$ cat config.mk
export PLATFORM = sky130hd
export DESIGN_NAME = cond_unit_pipe_flat
export DESIGN_NICKNAME = d
export VERILOG_FILES = /design/src/rtl/cond_pkg.sv /design/src/rtl/cond_unit_pipe_if.sv /design/src/rtl/cond_eval.sv /design/src/rtl/cond_unit_pipe.sv /design/src/flat_wrapper.sv
export SDC_FILE = /design/constraint.sdc
export NUM_CORES = 1
export LEC_CHECK = 0
export BUFFER_PORTS_ARGS = -buffer_cell sky130_fd_sc_hd__buf_2
export CORE_MARGIN = 2
export CORE_UTILIZATION = 56
export CTS_CLUSTER_DIAMETER = 80
export DETAILED_ROUTE_END_ITERATION = 6
export PLACE_DENSITY_LB_ADDON = 0.3
export SLEW_MARGIN = 10
export SYNTH_ARGS = -nofsm -noshare
export SYNTH_HDL_FRONTEND = slang
export SYNTH_SLANG_ARGS = --single-unit
export TNS_END_PERCENT = 30
$ cat constraint.sdc
create_clock -name clk -period 6.9 [get_ports clk]
set_input_delay 0.69 -clock clk [delete_from_list [all_inputs] [get_ports clk]]
set_output_delay 0.69 -clock clk [all_outputs]
set_load 0.01 [all_outputs]
$ cat src/rtl/cond_pkg.sv
`default_nettype none
// ============================================================================
//  Module   : cond_pkg
//  Purpose  : Shared types and constants for the execute-stage conditional
//             unit: condition-field encodings, NZCV bit positions and the
//             FlagW group bit positions.
//  Ports    : none (package)
//  Revision : 1.0  initial release
// ============================================================================
package cond_pkg;

    // ARMv4 condition field encodings, bits [31:28] of the instruction
    typedef enum logic [3:0] {
        COND_EQ = 4'b0000,
        COND_NE = 4'b0001,
        COND_CS = 4'b0010,
        COND_CC = 4'b0011,
        COND_MI = 4'b0100,
        COND_PL = 4'b0101,
        COND_VS = 4'b0110,
        COND_VC = 4'b0111,
        COND_HI = 4'b1000,
        COND_LS = 4'b1001,
        COND_GE = 4'b1010,
        COND_LT = 4'b1011,
        COND_GT = 4'b1100,
        COND_LE = 4'b1101,
        COND_AL = 4'b1110,
        COND_NV = 4'b1111
    } cond_e;

    // Bit positions inside the {N,Z,C,V} flag vector
    localparam int N_BIT = 3;
    localparam int Z_BIT = 2;
    localparam int C_BIT = 1;
    localparam int V_BIT = 0;

    // Bit positions inside FlagW
    localparam int FLAGW_NZ = 1;
    localparam int FLAGW_CV = 0;

endpackage
`default_nettype wire

$ cat src/rtl/cond_unit_pipe_if.sv
`default_nettype none
// ============================================================================
//  Module   : cond_unit_pipe_if
//  Purpose  : Bundles the execute-stage control inputs and the gated
//             outputs / status of the conditional unit.
//  Ports    : master - drives instruction controls, observes results
//             slave  - the conditional unit itself
//  Revision : 1.0  initial release
// ============================================================================
interface cond_unit_pipe_if #(
    parameter int CNT_W = 16
);
    // Instruction / pipeline controls
    logic             Valid;
    logic             Stall;
    logic             Flush;
    logic [3:0]       Cond;
    logic [3:0]       ALUFlags;
    logic [1:0]       FlagW;
    logic             PCS;
    logic             RegW;
    logic             MemW;
    logic             NoWrite;

    // Gated results and status
    logic             PCSrc;
    logic             RegWrite;
    logic             MemWrite;
    logic             CondEx;
    logic             Undef;
    logic [3:0]       Flags;
    logic [CNT_W-1:0] TakenCnt;
    logic [CNT_W-1:0] SkipCnt;

    modport master (
        output Valid, Stall, Flush, Cond, ALUFlags, FlagW,
               PCS, RegW, MemW, NoWrite,
        input  PCSrc, RegWrite, MemWrite, CondEx, Undef,
               Flags, TakenCnt, SkipCnt
    );

    modport slave (
        input  Valid, Stall, Flush, Cond, ALUFlags, FlagW,
               PCS, RegW, MemW, NoWrite,
        output PCSrc, RegWrite, MemWrite, CondEx, Undef,
               Flags, TakenCnt, SkipCnt
    );

endinterface
`default_nettype wire

$ cat src/rtl/cond_eval.sv
`default_nettype none
// ============================================================================
//  Module   : cond_eval
//  Purpose  : Purely combinational ARMv4 condition decode. Evaluates the
//             4-bit condition field against the stored NZCV flags.
//  Ports    : cond_i  [3:0] condition field
//             flags_i [3:0] stored {N,Z,C,V}
//             pass_o        condition holds
//             undef_o       condition field is the undefined 4'b1111 encoding
//  Revision : 1.0  initial release
// ============================================================================
module cond_eval
    import cond_pkg::*;
(
    input  logic [3:0] cond_i,
    input  logic [3:0] flags_i,
    output logic       pass_o,
    output logic       undef_o
);

    logic w_n;
    logic w_z;
    logic w_c;
    logic w_v;
    logic w_ge;

    assign w_n  = flags_i[N_BIT];
    assign w_z  = flags_i[Z_BIT];
    assign w_c  = flags_i[C_BIT];
    assign w_v  = flags_i[V_BIT];
    assign w_ge = (w_n == w_v);

    always_comb begin
        pass_o  = 1'b0;
        undef_o = 1'b0;
        case (cond_e'(cond_i))
            COND_EQ: pass_o = w_z;
            COND_NE: pass_o = ~w_z;
            COND_CS: pass_o = w_c;
            COND_CC: pass_o = ~w_c;
            COND_MI: pass_o = w_n;
            COND_PL: pass_o = ~w_n;
            COND_VS: pass_o = w_v;
            COND_VC: pass_o = ~w_v;
            COND_HI: pass_o = w_c & ~w_z;
            COND_LS: pass_o = ~(w_c & ~w_z);
            COND_GE: pass_o = w_ge;
            COND_LT: pass_o = ~w_ge;
            COND_GT: pass_o = ~w_z & w_ge;
            COND_LE: pass_o = ~(~w_z & w_ge);
            COND_AL: pass_o = 1'b1;
            // Undefined encoding: never passes, always reported.
            COND_NV: undef_o = 1'b1;
            default: begin
                pass_o  = 1'b0;
                undef_o = 1'b0;
            end
        endcase
    end

endmodule
`default_nettype wire

$ cat src/rtl/cond_unit_pipe.sv
`default_nettype none
// ============================================================================
//  Module   : cond_unit_pipe
//  Purpose  : Execute-stage conditional unit. Owns the NZCV register,
//             evaluates the condition field against the stored flags,
//             gates PC/register/memory writes and the flag update, handles
//             stall/flush, optionally registers the gated outputs and keeps
//             saturating taken/skipped counters.
//  Ports    : clk   core clock, rising edge
//             reset asynchronous active-high reset
//             bus   cond_unit_pipe_if.slave (controls in, gated results out)
//  Revision : 1.0  initial release
// ============================================================================
module cond_unit_pipe
    import cond_pkg::*;
#(
    parameter int         REG_OUT   = 0,
    parameter int         CNT_W     = 16,
    parameter logic [3:0] FLAGS_RST = 4'b0000
) (
    input  logic            clk,
    input  logic            reset,
    cond_unit_pipe_if.slave bus
);

    localparam logic [CNT_W-1:0] CNT_MAX = '1;

    logic             w_live;
    logic             w_pass;
    logic             w_undef;
    logic             w_cond_ex;
    logic             w_undef_g;
    logic             w_pcsrc;
    logic             w_regwrite;
    logic             w_memwrite;

    logic [3:0]       flags_q;
    logic [3:0]       flags_d;
    logic [CNT_W-1:0] taken_q;
    logic [CNT_W-1:0] taken_d;
    logic [CNT_W-1:0] skip_q;
    logic [CNT_W-1:0] skip_d;

    // ------------------------------------------------------------------
    // Condition evaluation always uses the stored flags, never ALUFlags.
    // ------------------------------------------------------------------
    cond_eval u_eval (
        .cond_i  (bus.Cond),
        .flags_i (flags_q),
        .pass_o  (w_pass),
        .undef_o (w_undef)
    );

    // Flush dominates Stall; both turn the slot into a bubble.
    assign w_live     = bus.Valid & ~bus.Stall & ~bus.Flush;
    assign w_cond_ex  = w_live & w_pass;
    assign w_undef_g  = w_live & w_undef;
    assign w_pcsrc    = bus.PCS  & w_cond_ex;
    assign w_regwrite = bus.RegW & w_cond_ex & ~bus.NoWrite;
    assign w_memwrite = bus.MemW & w_cond_ex;

    // ------------------------------------------------------------------
    // Flag register: each group loads only when its FlagW bit is set and
    // the instruction actually executes.
    // ------------------------------------------------------------------
    always_comb begin
        flags_d = flags_q;
        if (w_cond_ex) begin
            if (bus.FlagW[FLAGW_NZ]) begin
                flags_d[N_BIT] = bus.ALUFlags[N_BIT];
                flags_d[Z_BIT] = bus.ALUFlags[Z_BIT];
            end
            if (bus.FlagW[FLAGW_CV]) begin
                flags_d[C_BIT] = bus.ALUFlags[C_BIT];
                flags_d[V_BIT] = bus.ALUFlags[V_BIT];
            end
        end
    end

    // ------------------------------------------------------------------
    // Saturating performance counters; undefined conditions count as
    // skipped because pass is 0 for them.
    // ------------------------------------------------------------------
    always_comb begin
        taken_d = taken_q;
        skip_d  = skip_q;
        if (w_live) begin
            if (w_pass) begin
                if (taken_q != CNT_MAX) begin
                    taken_d = taken_q + CNT_W'(1);
                end
            end else begin
                if (skip_q != CNT_MAX) begin
                    skip_d = skip_q + CNT_W'(1);
                end
            end
        end
    end

    always_ff @(posedge clk or posedge reset) begin
        if (reset) begin
            flags_q <= FLAGS_RST;
            taken_q <= '0;
            skip_q  <= '0;
        end else begin
            flags_q <= flags_d;
            taken_q <= taken_d;
            skip_q  <= skip_d;
        end
    end

    assign bus.Flags    = flags_q;
    assign bus.TakenCnt = taken_q;
    assign bus.SkipCnt  = skip_q;

    // ------------------------------------------------------------------
    // Output stage
    // ------------------------------------------------------------------
    generate
        if (REG_OUT != 0) begin : g_reg_out
            // {PCSrc, RegWrite, MemWrite, CondEx, Undef}
            logic [4:0] out_q;

            always_ff @(posedge clk or posedge reset) begin
                if (reset) begin
                    out_q <= '0;
                end else if (bus.Flush) begin
                    out_q <= '0;
                end else if (!bus.Stall) begin
                    out_q <= {w_pcsrc, w_regwrite, w_memwrite,
                              w_cond_ex, w_undef_g};
                end
            end

            assign bus.PCSrc    = out_q[4];
            assign bus.RegWrite = out_q[3];
            assign bus.MemWrite = out_q[2];
            assign bus.CondEx   = out_q[1];
            assign bus.Undef    = out_q[0];
        end else begin : g_comb_out
            assign bus.PCSrc    = w_pcsrc;
            assign bus.RegWrite = w_regwrite;
            assign bus.MemWrite = w_memwrite;
            assign bus.CondEx   = w_cond_ex;
            assign bus.Undef    = w_undef_g;
        end
    endgenerate

endmodule
`default_nettype wire

$ cat src/flat_wrapper.sv
// flat-port wrapper written by rule: the top's interface ports become plain ports
module cond_unit_pipe_flat import cond_pkg::*;
#(
    parameter int         REG_OUT   = 0,
    parameter int         CNT_W     = 16,
    parameter logic [3:0] FLAGS_RST = 4'b0000
)
  (clk, reset, bus_Valid, bus_Stall, bus_Flush, bus_Cond, bus_ALUFlags, bus_FlagW, bus_PCS, bus_RegW, bus_MemW, bus_NoWrite, bus_PCSrc, bus_RegWrite, bus_MemWrite, bus_CondEx, bus_Undef, bus_Flags, bus_TakenCnt, bus_SkipCnt);
  cond_unit_pipe_if #(.CNT_W(CNT_W)) bus_i ();
  input  logic clk;
  input  logic reset;
  input wire logic [$bits(bus_i.Valid)-1:0] bus_Valid;
  input wire logic [$bits(bus_i.Stall)-1:0] bus_Stall;
  input wire logic [$bits(bus_i.Flush)-1:0] bus_Flush;
  input wire logic [$bits(bus_i.Cond)-1:0] bus_Cond;
  input wire logic [$bits(bus_i.ALUFlags)-1:0] bus_ALUFlags;
  input wire logic [$bits(bus_i.FlagW)-1:0] bus_FlagW;
  input wire logic [$bits(bus_i.PCS)-1:0] bus_PCS;
  input wire logic [$bits(bus_i.RegW)-1:0] bus_RegW;
  input wire logic [$bits(bus_i.MemW)-1:0] bus_MemW;
  input wire logic [$bits(bus_i.NoWrite)-1:0] bus_NoWrite;
  output wire logic [$bits(bus_i.PCSrc)-1:0] bus_PCSrc;
  output wire logic [$bits(bus_i.RegWrite)-1:0] bus_RegWrite;
  output wire logic [$bits(bus_i.MemWrite)-1:0] bus_MemWrite;
  output wire logic [$bits(bus_i.CondEx)-1:0] bus_CondEx;
  output wire logic [$bits(bus_i.Undef)-1:0] bus_Undef;
  output wire logic [$bits(bus_i.Flags)-1:0] bus_Flags;
  output wire logic [$bits(bus_i.TakenCnt)-1:0] bus_TakenCnt;
  output wire logic [$bits(bus_i.SkipCnt)-1:0] bus_SkipCnt;
  assign bus_i.Valid = bus_Valid;
  assign bus_i.Stall = bus_Stall;
  assign bus_i.Flush = bus_Flush;
  assign bus_i.Cond = bus_Cond;
  assign bus_i.ALUFlags = bus_ALUFlags;
  assign bus_i.FlagW = bus_FlagW;
  assign bus_i.PCS = bus_PCS;
  assign bus_i.RegW = bus_RegW;
  assign bus_i.MemW = bus_MemW;
  assign bus_i.NoWrite = bus_NoWrite;
  assign bus_PCSrc = bus_i.PCSrc;
  assign bus_RegWrite = bus_i.RegWrite;
  assign bus_MemWrite = bus_i.MemWrite;
  assign bus_CondEx = bus_i.CondEx;
  assign bus_Undef = bus_i.Undef;
  assign bus_Flags = bus_i.Flags;
  assign bus_TakenCnt = bus_i.TakenCnt;
  assign bus_SkipCnt = bus_i.SkipCnt;
  cond_unit_pipe #(.REG_OUT(REG_OUT), .CNT_W(CNT_W), .FLAGS_RST(FLAGS_RST)) u_core (.clk(clk), .reset(reset), .bus(bus_i));
endmodule
==> results of run 1 <==
==> where the power goes <==
| group | switching (uW) | leakage, uW | internal, uW | total (uW) |
|---|---|---|---|---|
| Combinational | 104 | 0.000784 | 97.1 | 201 |
| Clock | 79.7 | 0.0000404 | 71.4 | 151 |
| Sequential | 51.1 | 0.000480 | 247 | 298 |
| Total | 234 | 0.00130 | 415 | 649 |
==> per-stage QoR <==
stage / utilization / setup slack [ns] / power (uW)
final: 0.683 / 3.48 / 649
after floorplan: - / 3.82 / 433
after global routing: 0.683 / 3.37 / 688
after global placement: 0.657 / 3.52 / 496
after CTS: 0.683 / 3.48 / 652
after detailed placement: 0.657 / 3.48 / 503
==> Yosys cell counts <==
| master | number | area (sq um) |
|---|---|---|
| and2_1 | 4 | 25.0 |
| nor4b_2 | 1 | 15.0 |
| a31o_2 | 1 | 8.76 |
| mux2i_1 | 1 | 10.0 |
| buf_8 | 1 | 15.0 |
| xnor2_1 | 1 | 8.76 |
| nand4_1 | 1 | 6.26 |
| a31oi_1 | 1 | 6.26 |
| and3_1 | 8 | 50.1 |
| xor3_4 | 1 | 27.5 |
| buf_6 | 2 | 22.5 |
| a311oi_1 | 1 | 8.76 |
| nor4b_1 | 3 | 26.3 |
| nor3_2 | 7 | 70.1 |
| nor3b_1 | 5 | 37.5 |
| clkbuf_1 | 5 | 18.8 |
| nor4_2 | 3 | 37.5 |
| nor3b_2 | 1 | 12.5 |
| mux4_2 | 1 | 22.5 |
| nand2_1 | 18 | 67.6 |
| dfrtp_1 | 36 | 901 |
| nor3_1 | 8 | 40.0 |
| a41oi_1 | 1 | 8.76 |
| or3b_2 | 1 | 8.76 |
| a211oi_2 | 1 | 12.5 |
| mux2_2 | 7 | 78.8 |
| inv_1 | 4 | 15.0 |
| nor4_1 | 5 | 31.3 |
| a21oi_1 | 1 | 5.00 |
| xor2_1 | 32 | 280 |
| nor2_1 | 4 | 15.0 |
| nand2b_1 | 1 | 6.26 |
| ha_1 | 2 | 25.0 |
| nor2b_1 | 2 | 12.5 |
| o311a_1 | 1 | 10.0 |
| buf_2 | 3 | 15.0 |
| nand3_1 | 9 | 45.0 |
| o311ai_2 | 1 | 16.3 |
| and4b_2 | 1 | 11.3 |
| and4_1 | 4 | 35.0 |
==> critical path: stages <==
cell and delay (ns):
buf_2 0.16, xor2_1 0.17, mux4_2 0.49, a21oi_1 0.16, o311a_1 0.61, nor2_1 0.13
and2_1 0.19, buf_2 0.13
==> worst paths after layout <==
| path | start | endpoint | slack, ns |
|---|---|---|---|
| setup / recovery | bus_Cond[0] | bus_PCSrc | 3.48 |
| hold / removal | reset | u_core.bus.SkipCnt[3] | 0.48 |
| setup reg to reg | u_core.bus.Flags[0] | u_core.bus.Flags[3] | 4.39 |
| hold reg to reg | u_core.bus.SkipCnt[13] | u_core.bus.SkipCnt[13] | 0.49 |
| max in group asynchronous | reset | u_core.bus.TakenCnt[7] | 6.08 |
| min in group clk | u_core.bus.SkipCnt[13] | u_core.bus.SkipCnt[13] | 0.49 |
==> routing by layer <==
metal | vias up | share of wire | global-route usage
met4 | 0 | 0.015 | 0.0771
li1 | 786 | - | -
met2 | 43 | 0.51 | 0.369
met3 | 10 | 0.047 | 0.0503
met1 | 783 | 0.43 | 0.272
met5 | - | 0 | 0
==> flip-flops by register name, summed over array words and instances (netlist names) <==
| register | cells |
|---|---|
| u_core.bus.TakenCnt | 16 |
| u_core.bus.SkipCnt | 16 |
| u_core.bus.Flags | 4 |
==> kinds of logic after synthesis <==
kind of cell             after synthesis  share of synthesized area
adder cells (fa/ha/maj)                2                     0.0121
flip-flops                            36                      0.435
XOR/XNOR                              34                      0.153
AND/OR/NAND/NOR                       86                      0.267
multiplexers                           9                     0.0538
AO/OA/AOI/OAI                          8                     0.0369
buffers and inverters                 15                     0.0417
==> layout by cell type, fill, tap and decap left out, drive strengths merged, types with 4 or more instances in the layout <==
cell type / n
nor4: 8
mux2: 7
nor2: 4
and3: 8
and2: 4
dfrtp: 36
nor4b: 4
inv: 4
nand2: 18
clkbuf: 5
nand3: 9
and4: 4
nor3: 15
buf: 61
nor3b: 6
xor2: 32
==> final cells by class <==
cell class	count	area [sq um]
multi-input combinational	139	1080
timing repair buffer	61	310
tap	48	60.1
sequential	36	901
fill	297	1140
clock inverter	3	23.8
inverter	4	15.0
clock buffer	5	68.8
==> results.md, run 1 <==
* Outcome: finished clean
* I/O Buffers at 59
* Clk_skew at 0.00930 ns
* Initial DRT Pass Iterations at 4
* Initial antenna violation count at 0
* Placed cell count at around 290
* Pin count of the biggest net entering global routing at 37
* Area after DPL at about 2400 sq um
* Seq/Total Area, Yosys at 0.435
* Worst Path Arrival at 2.73 ns
* H-tree Lvls at 2
* Gate Count Post-Synth at between 150 and 200
* # clock sinks at 36
* Max VDD drop at 0.000148 V
* Mapped Area at roughly 2100 sq um
* Critical path startpoint category: input pin
* Worst-margin pin slew at 0.694 ns
* Fin. max-slew vios at 0
* Share of cells above drive strength 1 at 0.383
* Setup bufs post-CTS at 0
* Quantity of gates resized following cts at 0
* Cell variety after synth at 40
* PD cells at 264 nW/um^2
* First-pass GRT wire length at 7110 um
* RSZ-0062 raised after global routing: no
* Nets at 268
* Gr ovfl total at 0
* Row cnt at 22
* Synth warn at 0
* Gr usage total at 0.218
* Num ports at 60
* Worst R2R Path Depth at 6
* CTS tree: done
* Final Hold Fails at 0
* Wire length per cell at 14.0 um
* Die span in y at about 65 um
* Post-Route WL at 4150 um
* Clock root buffer: clkbuf_8
* Min-delay worst type: input pin to asynchronous set/reset pin
* F_max at 0.293 GHz
* Full die area at 4200 sq um
* Reg clk slew, reported paths at 0.08 ns
* Placed wire-length estimate at 3030 um
* Max-cap violations at 0
* Relative slew slack at 0.538
* Vias/cell at 5.48
* Final non-filler cell total at 296
* Post-CTS Hold Fix Bufs at 0
* Worst endpoint required time at between 6 and 7 ns
* TNS Setup at 0 ns
* Worst-skew pair later-pin latency at 0.29 ns
* Antenna Diode Count at 0
* Final setup vio count at 0
* Core ar. at approximately 3600 sq um
* Remaining DRCs at 0
* CTS max path bufs at 2
* Area Growth Syn to Fin at 18.9%
* Gpl congestion at 0.802
* Crit path capture type: primary output
* CTS Buf Count at 5
* Syn_nets at 211
* Starting Density at 0.574
* Cell area after layout at 2460 sq um
* Leakage Power at about 0.0013 uW
* Avg Cell Area, Syn at 10.9 sq um
* #FFs+latches synth at 36
* Final Critical Period at 3.42 ns
* Final period util at 0.495
* Vias post-DR at approximately 1600
* Number of global-route vias before repair at 1536
* Chip Width at between 60 and 70 um
* Detailed Route Iter0 Violations at 97
* CP max FO at 19
* WS Path Type: input pin to primary output
* WHS at about 0.48 ns
* ANT nets after route at 0
Power figures use the tool's default switching activity.
==> run 2: changes to the inputs <==
--- a/config.mk
+++ b/config.mk
@@ -7,7 +7,7 @@
 export LEC_CHECK = 0
 export BUFFER_PORTS_ARGS = -buffer_cell sky130_fd_sc_hd__buf_2
 export CORE_MARGIN = 2
-export CORE_UTILIZATION = 56
+export CORE_UTILIZATION = 52
 export CTS_CLUSTER_DIAMETER = 80
 export DETAILED_ROUTE_END_ITERATION = 6
 export PLACE_DENSITY_LB_ADDON = 0.3
==> constraint.sdc (replaced) <==
create_clock -name clk -period 3.3 [get_ports clk]
set_input_delay 0.33 -clock clk [delete_from_list [all_inputs] [get_ports clk]]
set_output_delay 0.33 -clock clk [all_outputs]
set_load 0.01 [all_outputs]
==> results.md, run 2 (same netlist as run 1, synthesis figures left out) <==
* Outcome: finished clean
* Chip Width at 67.1 um
* # clock sinks at 36
* Critical path startpoint category: flop
* CTS tree: done
* Worst Path Arrival at 2.35 ns
* Antenna Diode Count at 0
* Final Critical Period at 2.68 ns
* Number of global-route vias before repair at 1513
* Final Hold Fails at 0
* Worst-skew pair later-pin latency at 0.29 ns
* Gr ovfl total at 0
* Worst-margin pin slew at 0.969 ns
* Initial DRT Pass Iterations at 4
* I/O Buffers at 59
* TNS Setup at 0 ns
* Nets at 270
* WS Path Type: flop to primary output
* Gpl congestion at 0.793
* ANT nets after route at 0
* Min-delay worst type: input pin to asynchronous set/reset pin
* DRT met1 WL at 1920 um
* Most common cell after layout, fill and taps aside: buf_2
* CP max FO at 19
* Post-CTS Hold Fix Bufs at 0
* Crit path capture type: primary output
* Clock root buffer: clkbuf_8
* Leakage Power at 0.00132 uW
* Post-Route WL at 4110 um
* Met3 wire len at between 200 and 250 um
* WHS at 0.260 ns
* Max VDD drop at 0.000376 V
* R2R Path End: u_core.bus.Flags[1]
* Fin. max-slew vios at 0
* Worst endpoint required time at 2.97 ns
* F_max at 0.373 GHz
* PD cells at 553 nW/um^2
* Setup bufs post-CTS at 0
* Quantity of gates resized following cts at 0
* Reg clk slew, reported paths at roughly 0.070 ns
* Pin count of the biggest net entering global routing at 28
* Crit Reg-Reg Startpoint: u_core.bus.Flags[0]
* First-pass GRT wire length at ~6900 um
* Vias post-DR at 1620
* Most frequent cells in the layout: buf_2 (59), dfrtp_1 (36), xor2_1 (32), nand2_1 (18), nand3_1 (9)
* Initial antenna violation count at 0
* RSZ-0062 raised after global routing: no
* CTS Buf Count at 5
* Full die area at approximately 4500 sq um
* Final setup vio count at 0
* Remaining DRCs at 0
* Wire length per cell at 13.8 um
* Detailed Route Iter0 Violations at 106
* Relative slew slack at 0.354
* Starting Density at 0.553
* Row cnt at 22
* Clk_skew at 0.00568 ns
* Worst R2R Path Depth at 7
* Reg2Reg Setup Slack at 0.92 ns
* Core ar. at 3740 sq um
* Share of cells above drive strength 1 at 0.380
* Die span in y at 67.1 um
* Max-cap violations at 0
* Area Growth Syn to Fin at 19.5%
* WL met2 at 1850 um
* DR top layer: met4
* CTS max path bufs at 2
* Placed wire-length estimate at 2980 um
* Vias/cell at about 5.4
* Final period util at 0.812
* Gr usage total at 0.209
* Num ports at 60
* H-tree Lvls at 2
run 2: cell types whose count changed in the layout (fill, tap and decap cells not counted):
cell / previous run / this run
buf_4: 2 / 4
clkbuf_1: 0 / 2
clkinvlp_4: 2 / 0
clkbuf_8: 5 / 6
clkinv_4: 1 / 0
run 2: layer usage:
layer | track usage | vias up
met1 | 0.285 | 772
met3 | 0.0473 | 12
met2 | 0.302 | 44
met5 | 0 | -
met4 | 0.120 | 0
li1 | - | 792
run 2: final cells by class:
type,count,area (sq um)
clock buffer,8,90.1
fill,309,1270
inverter,4,15.0
tap,48,60.1
multi-input combinational,139,1080
sequential,36,901
timing repair buffer,63,325
run 2: critical path, cell delays in order (launching register included):
cell     delay (ns)
dfrtp_1        0.45
xor2_1         0.17
mux4_2         0.49
a21oi_1        0.16
o311a_1        0.16
buf_4          0.22
nor2_1         0.09
and2_1         0.17
buf_2          0.13
run 2: how the worst max path moves through the flow:
stage / start / endpoint / slack [ns]
final: u_core.bus.Flags[3] / bus_MemWrite / 0.62
after global routing: u_core.bus.Flags[3] / bus_MemWrite / 0.49
after CTS: u_core.bus.Flags[3] / bus_MemWrite / 0.62
after detailed placement: bus_Cond[0] / bus_MemWrite / 0.88
after global placement: bus_Cond[0] / bus_MemWrite / 0.93
after floorplan: u_core.bus.Flags[0] / bus_RegWrite / 0.87
run 2: power breakdown:
group | total [uW] | internal [uW] | switching [uW] | leakage [uW]
clock | 316 | 170 | 146 | 0.0000455
combinational | 425 | 208 | 217 | 0.000794
sequential | 626 | 516 | 110 | 0.000480
run 2: per-stage QoR:
step                       util  total power, uW  area [sq um]  cells  setup WS, ns
after floorplan               -              906          2070    190         0.874
after global placement    0.637             1050          2380    290         0.932
after detailed placement  0.637             1060          2380    290         0.880
after CTS                 0.661             1380          2470    298         0.615
after global routing      0.661             1460          2470    298         0.491
final                     0.661             1370          2470    298         0.622
==> run 3: changes to the inputs <==
==> constraint.sdc (replaced) <==
create_clock -name clk -period 2.8 [get_ports clk]
set_input_delay 0.28 -clock clk [delete_from_list [all_inputs] [get_ports clk]]
set_output_delay 0.28 -clock clk [all_outputs]
set_load 0.01 [all_outputs]
==> results.md, run 3 (same netlist as run 1, synthesis figures left out) <==
* Outcome: finished clean
* Nets at 270
* Clock root buffer: clkbuf_8
* Detailed Route Iter0 Violations at slightly below 100
* Vias post-DR at 1590
* Gpl congestion at 0.750
* CTS tree: done
* Crit Reg-Reg Startpoint: u_core.bus.SkipCnt[2]
* Max VDD drop at 0.000498 V
* Worst endpoint required time at 2.52 ns
* Worst R2R Path Depth at 6
* CP max FO at 5
* Share of cells above drive strength 1 at 0.386
* Final non-filler cell total at 297
* Quantity of gates resized following cts at 0
* Design Power at 1620 uW
* Row cnt at 22
* Reg2Reg Setup Slack at 0.41 ns
* Min-delay worst type: input pin to asynchronous set/reset pin
* RSZ-0062 raised after global routing: no
* Core ar. at 3740 sq um
* First-pass GRT wire length at roughly 6300 um
* ANT nets after route at 0
* Max-cap violations at 0
* Clk_skew at around 0.010 ns
* H-tree Lvls at 2
* Fin. max-slew vios at 0
* Num ports at 60
* Wire length per cell at approximately 13 um
* Starting Density at 0.553
* Filler Cells Inserted at 320
* Post-Route WL at 3980 um
* Most common cell after layout, fill and taps aside: buf_2
* Die span in y at roughly 67 um
* Vias/cell at 5.35
* Worst Path Arrival at 2.21 ns
* Critical path startpoint category: flop
* Most frequent cells in the layout: buf_2 (59), dfrtp_1 (36), xor2_1 (32), nand2_1 (18), nand3_1 (9)
* Final Hold Fails at 0
* F_max at 0.402 GHz
* # clock sinks at 36
* Placed cell count at between 200 and 300
* Initial DRT Pass Iterations at 4
* Relative slew slack at 0.530
* Final setup vio count at 0
* Initial antenna violation count at 0
* Number of global-route vias before repair at 1429
* Full die area at 4500 sq um
* CTS max path bufs at 2
* Gr usage total at 0.188
* Area Growth Syn to Fin at 19.8%
* R2R Path End: u_core.bus.SkipCnt[1]
* Final period util at 0.889
* Setup bufs post-CTS at 0
* Leakage Power at 0.00132 uW
* Post-CTS Hold Fix Bufs at 0
* Placed wire-length estimate at 2870 um
* Finished Core Util at 0.662
* Crit path capture type: primary output
* Gr ovfl total at 0
* Worst-skew pair later-pin latency at 0.29 ns
* Chip Width at 67.1 um
* WS Path Type: flop to primary output
* Reg clk slew, reported paths at 0.07 ns
* Remaining DRCs at 0
* Final Critical Period at around 2.5 ns
* Antenna Diode Count at 0
* PD cells at 655 nW/um^2
* I/O Buffers at 59
* Worst-margin pin slew at ~0.70 ns
* CTS Buf Count at 5
* TNS Setup at 0 ns
* Pin count of the biggest net entering global routing at 37
==> run 3: cell types whose count changed in the layout (fill, tap and decap cells not counted), sizes merged <==
cell,previous run,this run
clkbuf,8,7
==> run 3: worst max-delay path: stages (launching register included) <==
cell,delay (ns)
dfrtp_1,0.43
xor2_1,0.18
mux4_2,0.48
a21oi_1,0.16
o311a_1,0.30
nor2_1,0.09
and2_1,0.16
buf_2,0.13
==> run 3: worst max path at each step <==
stage	startpoint	to	slack, ns	cells after the start
floorplan	u_core.bus.Flags[0]	bus_RegWrite	0.42	7
global placement	bus_Cond[0]	u_core.bus.SkipCnt[11]	0.48	8
detailed placement	u_core.bus.SkipCnt[2]	u_core.bus.SkipCnt[1]	0.46	6
CTS	u_core.bus.Flags[2]	bus_PCSrc	0.28	7
global route	u_core.bus.Flags[0]	bus_PCSrc	0.18	7
finish	u_core.bus.Flags[2]	bus_PCSrc	0.31	7
==> run 3: report_power, final <==
part,switching (uW),internal (uW),total [uW]
clock network,175,219,394
registers,119,608,727
logic,256,247,503
==> run 3: final cells by class <==
cell class / instances / area (sq um) / area share
Multi-Input combinational cell: 139 / 1080 / 0.436
Sequential cell: 36 / 901 / 0.363
Timing Repair Buffer: 63 / 325 / 0.131
Clock buffer: 7 / 96.3 / 0.0388
Tap cell: 48 / 60.1 / 0.0242
Inverter: 4 / 15.0 / 0.00605
==> run 3: per-stage QoR <==
stage	area (sq um)	hold WS (ns)	setup slack, ns
2_1_floorplan	2070	0.432	0.424
3_3_place_gp	2380	0.407	0.484
3_5_place_dp	2380	0.408	0.459
4_1_cts	2480	0.0983	0.282
5_1_grt	2480	0.136	0.180
6_report	2480	0.0860	0.312
==> run 3: metal layers <==
metal,vias to the layer above,track usage,routed length (um)
met5,-,0,0
met4,0,0.0612,34
met3,5,0.0642,315
met2,50,0.277,1740
met1,748,0.257,1900
li1,787,-,-
